## src/rtl/loader_pkg.sv

```systemverilog
// Shared types and constants for the wishbone byte-stream loader.
// Optional readback verification is enabled with WB_LOADER_READBACK_EN.
package loader_pkg;

  localparam int WB_ADDR_W      = 32;
  localparam int WB_DATA_W      = 32;
  localparam int BYTES_PER_WORD = 4;
  localparam int TIMEOUT_W      = 8;

  typedef enum logic [2:0] {
    IDLE,
    COLLECT,
    WRITE,
    FLUSH,
    DONE
`ifdef WB_LOADER_READBACK_EN
    ,
    VERIFY
`endif
  } loader_state_t;

endpackage

```

## src/rtl/byte_packer.sv

```systemverilog
// Packs a byte stream into little-endian words.
// Tracks the byte index and zero-fills unused lanes on flush.
module byte_packer
  import loader_pkg::*;
(
  input  logic                 clock,
  input  logic                 reset_n,
  input  logic                 clear_i,
  input  logic                 flush_i,
  input  logic                 accept_i,
  input  logic [7:0]           byte_i,
  output logic [WB_DATA_W-1:0] word_o,
  output logic [2:0]           idx_o,
  output logic                 word_full_o
);

  logic [WB_DATA_W-1:0] word_q, word_d;
  logic [2:0]           idx_q, idx_d;

  // Lane steering, clear and zero-fill of unfilled upper lanes
  always_comb begin
    word_d = word_q;
    idx_d  = idx_q;
    if (clear_i) begin
      word_d = '0;
      idx_d  = '0;
    end else if (flush_i) begin
      for (int b = 0; b < BYTES_PER_WORD; b++) begin
        if (3'(b) >= idx_q) word_d[b*8 +: 8] = '0;
      end
    end else if (accept_i && idx_q < 3'(BYTES_PER_WORD)) begin
      word_d[idx_q[1:0]*8 +: 8] = byte_i;
      idx_d = idx_q + 3'd1;
    end
  end

  // Packed word and index registers
  always_ff @(posedge clock or negedge reset_n) begin
    if (!reset_n) begin
      word_q <= '0;
      idx_q  <= '0;
    end else begin
      word_q <= word_d;
      idx_q  <= idx_d;
    end
  end

  assign word_o      = word_q;
  assign idx_o       = idx_q;
  assign word_full_o = accept_i && (idx_q == 3'(BYTES_PER_WORD - 1));

endmodule

```

## src/rtl/wb_loader.sv

```systemverilog
// Wishbone master that writes a packed byte stream to consecutive words.
// Define WB_LOADER_READBACK_EN to add wb_data_i and a read-verify step.
module wb_loader
  import loader_pkg::*;
#(
  parameter logic [WB_ADDR_W-1:0] BASE_ADDR = 32'h0000_0000,
  parameter int                   TIMEOUT   = 16
) (
  input  logic                 clock,
  input  logic                 reset_n,
  input  logic                 start_i,
  input  logic                 finish_i,
  input  logic [7:0]           byte_i,
  input  logic                 byte_valid_i,
  output logic                 byte_ready_o,
  output logic [WB_ADDR_W-1:0] wb_addr_o,
  output logic [WB_DATA_W-1:0] wb_data_o,
`ifdef WB_LOADER_READBACK_EN
  input  logic [WB_DATA_W-1:0] wb_data_i,
`endif
  output logic                 wb_cyc_o,
  output logic                 wb_strobe_o,
  output logic                 wb_we_o,
  input  logic                 wb_ack_i,
  output logic                 cpu_hold_o,
  output logic                 busy_o,
  output logic                 err_o,
  output logic [15:0]          word_count_o
);

  loader_state_t        state_q, state_d;
  logic [WB_ADDR_W-1:0] addr_q, addr_d;
  logic [15:0]          cnt_q, cnt_d;
  logic [TIMEOUT_W-1:0] tmo_q, tmo_d;
  logic                 err_q, err_d;
  logic                 hold_q, hold_d;
  logic                 final_q, final_d;

  logic                 pk_clear, pk_flush, pk_full;
  logic [2:0]           pk_idx;
  logic [WB_DATA_W-1:0] pk_word;
  logic                 accept, ack, tmo_exp, fin;

  byte_packer u_packer (
    .clock       (clock),
    .reset_n     (reset_n),
    .clear_i     (pk_clear),
    .flush_i     (pk_flush),
    .accept_i    (accept),
    .byte_i      (byte_i),
    .word_o      (pk_word),
    .idx_o       (pk_idx),
    .word_full_o (pk_full)
  );

  assign byte_ready_o = (state_q == COLLECT);
  assign accept       = byte_valid_i && byte_ready_o;
`ifdef WB_LOADER_READBACK_EN
  assign wb_cyc_o     = (state_q == WRITE) || (state_q == VERIFY);
`else
  assign wb_cyc_o     = (state_q == WRITE);
`endif
  assign wb_strobe_o  = wb_cyc_o;
  assign wb_we_o      = (state_q == WRITE);
  assign wb_addr_o    = wb_cyc_o ? addr_q : '0;
  assign wb_data_o    = wb_cyc_o ? pk_word : '0;
  assign ack          = wb_ack_i && wb_strobe_o;
  assign tmo_exp      = (tmo_q == TIMEOUT_W'(TIMEOUT - 1));
  assign fin          = final_q || finish_i;
  assign cpu_hold_o   = hold_q;
  assign busy_o       = (state_q != IDLE);
  assign err_o        = err_q;
  assign word_count_o = cnt_q;

  // Next-state, bus handshake, timeout and counters
  always_comb begin
    state_d  = state_q;
    addr_d   = addr_q;
    cnt_d    = cnt_q;
    tmo_d    = tmo_q;
    err_d    = err_q;
    hold_d   = hold_q;
    final_d  = final_q;
    pk_clear = 1'b0;
    pk_flush = 1'b0;
    unique case (state_q)
      IDLE: begin
        if (start_i) begin
          state_d  = COLLECT;
          hold_d   = 1'b1;
          err_d    = 1'b0;
          cnt_d    = '0;
          addr_d   = BASE_ADDR;
          final_d  = 1'b0;
          pk_clear = 1'b1;
        end
      end
      COLLECT: begin
        if (start_i) begin
          addr_d   = BASE_ADDR;
          final_d  = 1'b0;
          pk_clear = 1'b1;
        end else if (pk_full) begin
          state_d = WRITE;
          tmo_d   = '0;
          final_d = finish_i;
        end else if (finish_i) begin
          if (pk_idx == 3'd0 && !accept) state_d = DONE;
          else state_d = FLUSH;
        end
      end
      FLUSH: begin
        pk_flush = 1'b1;
        final_d  = 1'b1;
        tmo_d    = '0;
        state_d  = WRITE;
      end
      WRITE: begin
        final_d = fin;
        if (ack) begin
`ifdef WB_LOADER_READBACK_EN
          state_d = VERIFY;
          tmo_d   = '0;
`else
          addr_d   = addr_q + 32'd4;
          cnt_d    = (cnt_q == 16'hFFFF) ? cnt_q : cnt_q + 16'd1;
          pk_clear = 1'b1;
          state_d  = fin ? DONE : COLLECT;
`endif
        end else if (tmo_exp) begin
          err_d   = 1'b1;
          state_d = DONE;
        end else begin
          tmo_d = tmo_q + 1'b1;
        end
      end
`ifdef WB_LOADER_READBACK_EN
      VERIFY: begin
        final_d = fin;
        if (ack) begin
          if (wb_data_i != pk_word) err_d = 1'b1;
          addr_d   = addr_q + 32'd4;
          cnt_d    = (cnt_q == 16'hFFFF) ? cnt_q : cnt_q + 16'd1;
          pk_clear = 1'b1;
          state_d  = fin ? DONE : COLLECT;
        end else if (tmo_exp) begin
          err_d   = 1'b1;
          state_d = DONE;
        end else begin
          tmo_d = tmo_q + 1'b1;
        end
      end
`endif
      DONE: begin
        hold_d  = 1'b0;
        state_d = IDLE;
      end
      default: state_d = IDLE;
    endcase
  end

  // State and datapath registers
  always_ff @(posedge clock or negedge reset_n) begin
    if (!reset_n) begin
      state_q <= IDLE;
      addr_q  <= BASE_ADDR;
      cnt_q   <= '0;
      tmo_q   <= '0;
      err_q   <= 1'b0;
      hold_q  <= 1'b0;
      final_q <= 1'b0;
    end else begin
      state_q <= state_d;
      addr_q  <= addr_d;
      cnt_q   <= cnt_d;
      tmo_q   <= tmo_d;
      err_q   <= err_d;
      hold_q  <= hold_d;
      final_q <= final_d;
    end
  end

endmodule
```

## config.mk

```make
export PLATFORM = sky130hd
export DESIGN_NAME = wb_loader
export DESIGN_NICKNAME = d
export VERILOG_FILES = /design/src/rtl/loader_pkg.sv /design/src/rtl/byte_packer.sv /design/src/rtl/wb_loader.sv
export SDC_FILE = /design/constraint.sdc
export NUM_CORES = 1
export LEC_CHECK = 0
export CAP_MARGIN = 20
export CORE_ASPECT_RATIO = 0.9
export CORE_MARGIN = 4
export CORE_UTILIZATION = 30
export DETAILED_ROUTE_END_ITERATION = 10
export DONT_BUFFER_PORTS = 1
export PLACE_DENSITY = 0.5
export SETUP_SLACK_MARGIN = 0.2
export SLEW_MARGIN = 20
export SYNTH_ARGS = -nofsm -noshare
export SYNTH_HDL_FRONTEND = slang
export SYNTH_SLANG_ARGS = --single-unit
```

## constraint.sdc

```tcl
create_clock -name clock -period 3.1 [get_ports clock]
set_input_delay 0.31 -clock clock [delete_from_list [all_inputs] [get_ports clock]]
set_output_delay 0.31 -clock clock [all_outputs]
set_load 0.02 [all_outputs]
```

==> flow_summary.toml, run 1 <==
[logic_synthesis]
yosys_warnings = 0
synth_seq_cells = 95
ys_async_sr_fraction = 1.00
synth.distinct_cells = 63
synth_area_leaders = "dfrtp_1, and2_1, mux2i_1"
seq_area_frac_synth = 0.435
synthCells = 592
synth.cell_area_um2 = 5470
synth_top_area_cell = "dfrtp_1"
syn_avg_cell_area_um2 = 9.24
ys.flop_type = "dfrtp_1"
synth_edf_count = 0
yosysTopAreaCellShare = 0.435

[floorplanning]
die_h_um = 136
initial_core_util = 0.307
placeableCoreArea_um2 = 17800
num_io_pins = 101
die_area_um2 = 20500
dieWidth_um = 150
rows = 46

[place]
numPortBuffers = 0
place.gp.congestion = 0.843
pre_cts_slack_ns = 0.743
dp.cells = 827
dpl.hpwl_mm = 10.5

[finish]
antennaDiodeCount = 0
syn_to_final_growth_pct = 14.0
instances_no_fill = 845
final_cell_mix = "dfrtp_1, nand2_1, and2_1"
drive_gt1_frac = 0.111
final_net_count = 622
layout_commonest_cell = "dfrtp_1"

[power]
p_switching_mw = 1.55
p_sw_frac = 0.378
peakVddDrop_mv = 0.307
comb_power_share = 0.336
total_leakage_power_nw = 2.58
power.density_nw_per_um2 = 659
p_clk_frac = 0.305
p_total_mw = 4.11
seq_power_share = 0.359
p_int_mw = 2.55

[sta]
worst_slew_pin_slew_ns = 0.776
tns_ns = 0
period_minus_slack_ns = 2.57
slew_viol_final = 0
finalHoldViolations = 0
slew_headroom = 0.482
max_freq_mhz = 389
skew_ns = 0.00703
fin_crit_sh = 0.829
fin_ws_ns = 0.530
setup_viol_count_final = 0
fin_hold_ws_ns = 0.0912
rsz0062_at_grt = "false"

[critical_path]
worst_setup_path_end_kind = "output pin"
start_kind = "flip-flop"
cp_data_arrival_time_ns = 2.26
cp.required_ns = 2.79
worstSetupPathType = "reg2out"
path_max_fanout = 33

[global_route]
grt_max_degree = 96
grt_pass1_wl_mm = 24.3
grt_overflow = 0
grt_pass1_vias = 4477
globalRouteTotalUtil = 0.148
antenna_found_initial = 0

[cts]
cts_made_buffers = 9
cts_resized = 0
cts_tree = "done"
htree_levels = 3
clk_path_buf_depth = 2
cts_sinks = 95
worstSkewPairLatency_ns = 0.35
cts_root_buffer = "clkbuf_16"
path_clk_slew_ns = 0.07

[drt]
drc_errors = 0
viasPerCell = 5.40
wire_per_inst_um = 17.8
drtAntennaViolNets = 0
drt-pass1-iter-count = 5
vias = 4561
totalWireLength_mm = 15.0
drtIter0Drc = 245

[worst_hold_path]
hold_class = "in2reg"

[job]
max_cap_viol_count = 0

[status]
status = "finished, final reports clean"
-- power by group through the flow --
stage	combinational (mW)	clock, mW	sequential, mW
2_1_floorplan	1.03	0	1.46
3_3_place_gp	1.33	0	1.49
3_5_place_dp	1.35	0	1.50
4_1_cts	1.39	1.30	1.47
5_1_grt	1.54	1.34	1.49
6_report	1.38	1.25	1.47
-- Yosys cell counts (5+ instances only) --
master,count
nand2b_1,7
o211ai_1,8
xor2_1,5
and4_1,8
xnor2_1,5
and3_1,7
nor3_1,8
o31ai_1,17
buf_2,8
mux2i_1,20
a21oi_1,33
o21ai_0,15
clkbuf_1,25
nor2_1,24
nand2_1,45
inv_1,33
nor4_1,27
or4_1,19
nand3_1,24
nand4_1,13
or3_1,9
a22o_1,17
buf_4,5
a31oi_1,6
dfrtp_1,95
and2_1,43
a41oi_1,5
ha_1,8
-- path summary, 6_finish.rpt --
kind,startpoint,to,slack (ns),cells after the start
min reg2reg,u_packer.word_o[14],u_packer.word_o[14],0.50,1
min,byte_i[3],u_packer.word_o[27],0.09,2
max in group asynchronous,reset_n,addr_q[25],2.14,2
max,state_q[1],wb_addr_o[11],0.53,5
min in group asynchronous,reset_n,u_packer.word_o[31],0.52,2
max reg2reg,u_packer.idx_o[0],u_packer.word_o[25],0.68,6
-- flip-flops by register name, indices dropped and copies added, names as in the netlist --
| name | flops |
|---|---|
| u_packer.word_o | 32 |
| word_count_o | 16 |
| tmo_q | 8 |
| u_packer.idx_o | 3 |
| err_o | 1 |
| state_q | 3 |
| addr_q | 30 |
| final_q | 1 |
| cpu_hold_o | 1 |
-- worst max-delay path: stages, from the launching register on --
cell     delay [ns]
dfrtp_1        0.36
buf_4          0.21
inv_1          0.34
nor3_2         0.31
buf_4          0.35
and2_1         0.34
-- what timing repair did --
| action | CTS | global route |
|---|---|---|
| hold endpoints to repair | 95 | 0 |
| hold buffers | 2 | 0 |
| buffers inserted | 0 | 0 |
-- cells by family after synthesis --
logic type | count (synthesis) | share of synthesized area
simple gates | 256 | 0.271
compound gates | 124 | 0.158
flops | 95 | 0.435
buf+inv | 75 | 0.0584
mux | 23 | 0.0428
xor+xnor | 10 | 0.0160
fa+ha+maj | 8 | 0.0183
other cells | 1 | 0.000686
-- final cells by class --
class,instances,area [um2]
Clock buffer,12,256
Clock inverter,4,77.6
Fill cell,1795,11500
Inverter,33,124
Multi-Input combinational cell,423,2790
Sequential cell,95,2380
Tap cell,240,300
Timing Repair Buffer,38,308
-- per-stage QoR --
step	cell area, um2	utilization
after floorplan	5470	-
after CTS	6230	0.351
after global routing	6230	0.351
after global placement	5860	0.330
final	6230	0.351
after detailed placement	5860	0.330
-- layer usage --
layer,track usage,up-vias,share of wire
met5,0,-,0
met4,0.0356,0,0.0099
met3,0.0520,13,0.084
met2,0.218,134,0.44
met1,0.209,2216,0.47
li1,-,2198,-
(Power assumes the default switching activity.)
==> run 2, diff against run 1 <==
--- a/config.mk
+++ b/config.mk
@@ -11,7 +11,7 @@
 export CORE_UTILIZATION = 30
 export DETAILED_ROUTE_END_ITERATION = 10
 export DONT_BUFFER_PORTS = 1
-export PLACE_DENSITY = 0.5
+export PLACE_DENSITY = 0.51
 export SETUP_SLACK_MARGIN = 0.2
 export SLEW_MARGIN = 20
 export SYNTH_ARGS = -nofsm -noshare
==> constraint.sdc (replaced) <==
create_clock -name clock -period 2.1 [get_ports clock]
set_input_delay 0.21 -clock clock [delete_from_list [all_inputs] [get_ports clock]]
set_output_delay 0.21 -clock clock [all_outputs]
set_load 0.02 [all_outputs]
==> flow_summary.toml, run 2 (synthesis results as in run 1) <==
[cts]
ctsHoldBuffers = 7
clk_path_buf_depth = 2
htree_levels = 3
cts_tree = "done"
cts_made_buffers = 9
path_clk_slew_ns = 0.07
cts_root_buffer = "clkbuf_16"
cts_sinks = 95
worstSkewPairLatency_ns = 0.36

[critical_path]
start_kind = "flip-flop"
ff2ff_path_depth = 5
rr_endpoint = "addr_q[26]"
worstSetupPathType = "reg2reg"
path_max_fanout = 7
timing.reg2reg.setup_slack_ns = -0.07
cp-startpoint = "state_q[2]"
cp_data_arrival_time_ns = 2.45
cp.required_ns = 2.38
reg2reg_from = "state_q[2]"
worst_setup_path_end_kind = "flip-flop"

[status]
status = "finished with violations"
violations = "hold timing, setup timing"

[finish]
final_net_count = 739
final_area_um2 = 8530
drive_gt1_frac = 0.431
largest_register_ffs = 32
antennaDiodeCount = 0
fillers = 1586
final_cell_mix = "dfrtp_1, buf_4, and2_4"
layout_commonest_cell = "dfrtp_1"
syn_to_final_growth_pct = 56.0

[floorplanning]
rows = 46
initial_core_util = 0.307
dieWidth_um = 150
die_h_um = 136
die_area_um2 = 20500
num_io_pins = 101
placeableCoreArea_um2 = 17800

[worst_hold_path]
hold_class = "in2async"

[job]
max_cap_viol_count = 0

[drt]
totalWireLength_mm = 18.7
viasPerCell = 5.39
wire_per_inst_um = 19.4
vias = 5183
drtIter0Drc = 435
drt-pass1-iter-count = 4
drtAntennaViolNets = 0
drc_errors = 0

[global_route]
globalRouteTotalUtil = 0.166
antenna_found_initial = 0
grt_overflow = 0
grt_max_degree = 96
grt_pass1_wl_mm = 26.9
grt_pass1_vias = 4919

[sta]
slew_viol_final = 0
max_freq_mhz = 461
period_minus_slack_ns = 2.17
fin_crit_sh = 1.03
setup_viol_count_final = 21
rsz0062_at_grt = "true"
tns_ns = -0.595
fin_ws_ns = -0.0675
fin_hold_ws_ns = -0.447
skew_ns = 0.00740
finalHoldViolations = 95

[place]
numPortBuffers = 0
place.gp.congestion = 0.831
pre_cts_slack_ns = -0.0861
dpl.hpwl_mm = 11.3
placed_area_um2 = 6260

[power]
peakVddDrop_mv = 0.636
total_leakage_power_nw = 3.45
power.density_nw_per_um2 = 1040
-- run 2: changes by cell type in the layout (fill, tap and decap cells not counted), sizes merged --
cell / previous run / this run
a211o: 1 / 3
buf: 37 / 141
clkinvlp: 0 / 1
dlygate4sd3: 1 / 7
clkbuf: 12 / 14
a2111o: 2 / 3
clkinv: 2 / 3
-- run 2: metal layers --
layer / vias to the layer above / wire [um] / global-route usage
met5: - / 0 / 0
li1: 2451 / - / -
met3: 14 / 1110 / 0.0467
met4: 0 / 192 / 0.0396
met2: 122 / 9270 / 0.266
met1: 2596 / 8070 / 0.223
-- run 2: area by class of cell --
class	instances	area (um2)	area share
Clock inverter	6	91.3	0.0107
Sequential cell	95	2380	0.279
Clock buffer	10	239	0.0280
Multi-Input combinational cell	426	3760	0.441
Inverter	33	128	0.0150
Timing Repair Buffer	152	1630	0.191
Tap cell	240	300	0.0352
-- run 2: critical path, stage by stage (launching register included) --
cell and delay (ns):
dfrtp_1 0.43, buf_6 0.14, or3b_4 0.42, a2111o_2 0.52, or4_4 0.44, a21oi_2 0.15
-- run 2: through the flow --
| stage | power [mW] | utilization | std cells |
|---|---|---|---|
| global route | 9.29 | 0.480 | 962 |
| CTS | 7.28 | 0.409 | 918 |
| floorplan | 3.76 | - | 593 |
| detailed placement | 4.53 | 0.352 | 871 |
| global placement | 4.47 | 0.352 | 871 |
| finish | 8.86 | 0.480 | 962 |
-- run 2: worst max path at each step --
stage,slack [ns],cells past startpoint,to
final,-0.07,5,addr_q[26]
after detailed placement,-0.09,6,tmo_q[7]
after global routing,-0.11,6,addr_q[11]
after CTS,-0.08,6,wb_addr_o[16]
after floorplan,0.08,7,word_count_o[11]
after global placement,-0.01,4,addr_q[27]
-- run 2: power by group --
part | total [mW] | switching (mW) | internal, mW
registers | 2.12 | 0.133 | 1.99
logic | 4.88 | 2.45 | 2.43
clock network | 1.86 | 0.775 | 1.08
-- run 2: what timing repair did --
item,in CTS,in global routing
setup buffers,21,37
setup endpoints to repair,132,150
hold endpoints to repair,122,95
gates resized for setup,119,173
gates cloned,3,7
pin swaps,26,67
==> run 3, diff against run 2 <==
--- a/config.mk
+++ b/config.mk
@@ -7,11 +7,11 @@
 export LEC_CHECK = 0
 export CAP_MARGIN = 20
 export CORE_ASPECT_RATIO = 0.9
-export CORE_MARGIN = 4
-export CORE_UTILIZATION = 30
+export CORE_MARGIN = 2
+export CORE_UTILIZATION = 25
 export DETAILED_ROUTE_END_ITERATION = 10
 export DONT_BUFFER_PORTS = 1
-export PLACE_DENSITY = 0.51
+export PLACE_DENSITY = 0.46
 export SETUP_SLACK_MARGIN = 0.2
 export SLEW_MARGIN = 20
 export SYNTH_ARGS = -nofsm -noshare
==> flow_summary.toml, run 3 (synthesis results as in run 1) <==
[critical_path]
worstSetupPathType = "reg2reg"
cp_data_arrival_time_ns = 2.36
critPathTopFamily = "simple AND/OR/NAND/NOR gates"
cp.required_ns = 2.38
critical-path-max-stage-delay_ns = 0.56
cp_cell_sequence = "or3b_4, a2111o_2, or4_4, a21oi_2"
worstPathBufferInverterCount = 0
slowest_stage = "a2111o_2"
path_max_fanout = 7
ff2ff_path_depth = 4
critical_path_depth = 4
start_kind = "flip-flop"
worst_setup_path_end_kind = "flip-flop"

[drt]
totalWireLength_mm = 18.3
vias = 5182
drtAntennaViolNets = 0
drtIter0Drc = 371
drc_errors = 0
drt-pass1-iter-count = 5
wire_per_inst_um = 18.1
viasPerCell = 5.13

[power]
seq_power_share = 0.251
peakVddDrop_mv = 0.627
total_leakage_power_nw = 3.46
p_int_mw = 5.19
p_sw_frac = 0.389
p_total_mw = 8.49
p_switching_mw = 3.30
comb_power_share = 0.554
power.density_nw_per_um2 = 1010
p_clk_frac = 0.195

[place]
numPortBuffers = 0
placed_area_um2 = 6340
dpl.hpwl_mm = 11.5
place.gp.congestion = 0.875

[cts]
ctsHoldBuffers = 8
path_clk_slew_ns = 0.08
cts_made_buffers = 9
cts_sinks = 95
clk_path_buf_depth = 2
cts_tree = "done"
worstSkewPairLatency_ns = 0.35
htree_levels = 3
cts_root_buffer = "clkbuf_16"

[sta]
skew_ns = 0.00656
fin_crit_sh = 0.988
period_minus_slack_ns = 2.08
slew_viol_final = 0
finalHoldViolations = 95
setup_viol_count_final = 0
max_freq_mhz = 482
fin_hold_ws_ns = -0.452
rsz0062_at_grt = "true"
tns_ns = 0

[global_route]
grt_overflow = 0
globalRouteTotalUtil = 0.158
antenna_found_initial = 0
grt_max_degree = 96
grt_pass1_vias = 5152
grt_pass1_wl_mm = 29.0

[finish]
final_area_um2 = 8410
drive_gt1_frac = 0.418
fillers = 2107
multi_input_area_um2 = 3650
final_cell_mix = "buf_4, dfrtp_1, nand2_1"
seq_area_um2 = 2380
largest_register_ffs = 32
antennaDiodeCount = 0
final_net_count = 737
syn_to_final_growth_pct = 53.7
layout_commonest_cell = "buf_4"

[worst_hold_path]
hold_class = "in2async"

[floorplanning]
rows = 51
die_h_um = 144
initial_core_util = 0.254
dieWidth_um = 160
num_io_pins = 101
placeableCoreArea_um2 = 21600
die_area_um2 = 23100

[job]
max_cap_viol_count = 0

[status]
violations = "hold timing"
status = "finished with violations"
run 3: worst register-to-register path, cell delays in order (launching register included):
cell      delay [ns]
dfrtp_2         0.45
or3b_4          0.42
a2111o_2        0.56
or4_4           0.44
a21oi_2         0.14
run 3: cell type report:
type / instances / area share
well taps: 291 / 0.0433
inverters: 33 / 0.0152
flip-flops and latches: 95 / 0.284
clock inverters: 7 / 0.00774
multi-input cells: 424 / 0.434
clock buffers: 9 / 0.0268
repair buffers: 152 / 0.189
run 3: stage by stage:
stage               utilization  setup WS, ns  std cells
floorplan                     -        0.0843        593
finish                    0.390        0.0247       1011
detailed placement        0.294       -0.0868        923
global route              0.390       -0.0346       1011
global placement          0.294        0.0152        923
CTS                       0.362        0.0363        988
run 3: path summary, 6_finish.rpt:
check / startpoint / to / slack (ns)
setup reg to reg: state_q[2] / addr_q[18] / 0.02
hold reg to reg: tmo_q[7] / tmo_q[7] / 0.50
max in group asynchronous: reset_n / state_q[2] / 2.36
min in group clock: byte_i[4] / u_packer.word_o[4] / 0
setup / recovery: state_q[2] / addr_q[18] / 0.02
hold / removal: reset_n / tmo_q[3] / -0.45
run 3: timing repair:
| action | in CTS | in global routing |
|---|---|---|
| hold endpoints to repair | 122 | 95 |
| setup buffers | 33 | 22 |
| endpoints found under the setup margin | 129 | 144 |
| cloned | 8 | 1 |
| resized for setup | 172 | 90 |
| pin swaps | 35 | 40 |
run 3: power by group through the flow:
stage / Sequential (mW) / Combinational (mW) / Clock [mW]
6_report: 2.13 / 4.71 / 1.66
3_3_place_gp: 2.15 / 2.33 / 0
4_1_cts: 2.12 / 4.00 / 1.70
2_1_floorplan: 2.16 / 1.60 / 0
3_5_place_dp: 2.15 / 2.38 / 0
5_1_grt: 2.15 / 5.01 / 1.77
run 3: metal layers:
metal	global-route usage	wire length [um]	up-vias
met1	0.203	8220	2609
met2	0.257	8810	119
met5	0	0	-
met3	0.0439	933	21
li1	-	-	2433
met4	0.0531	365	0
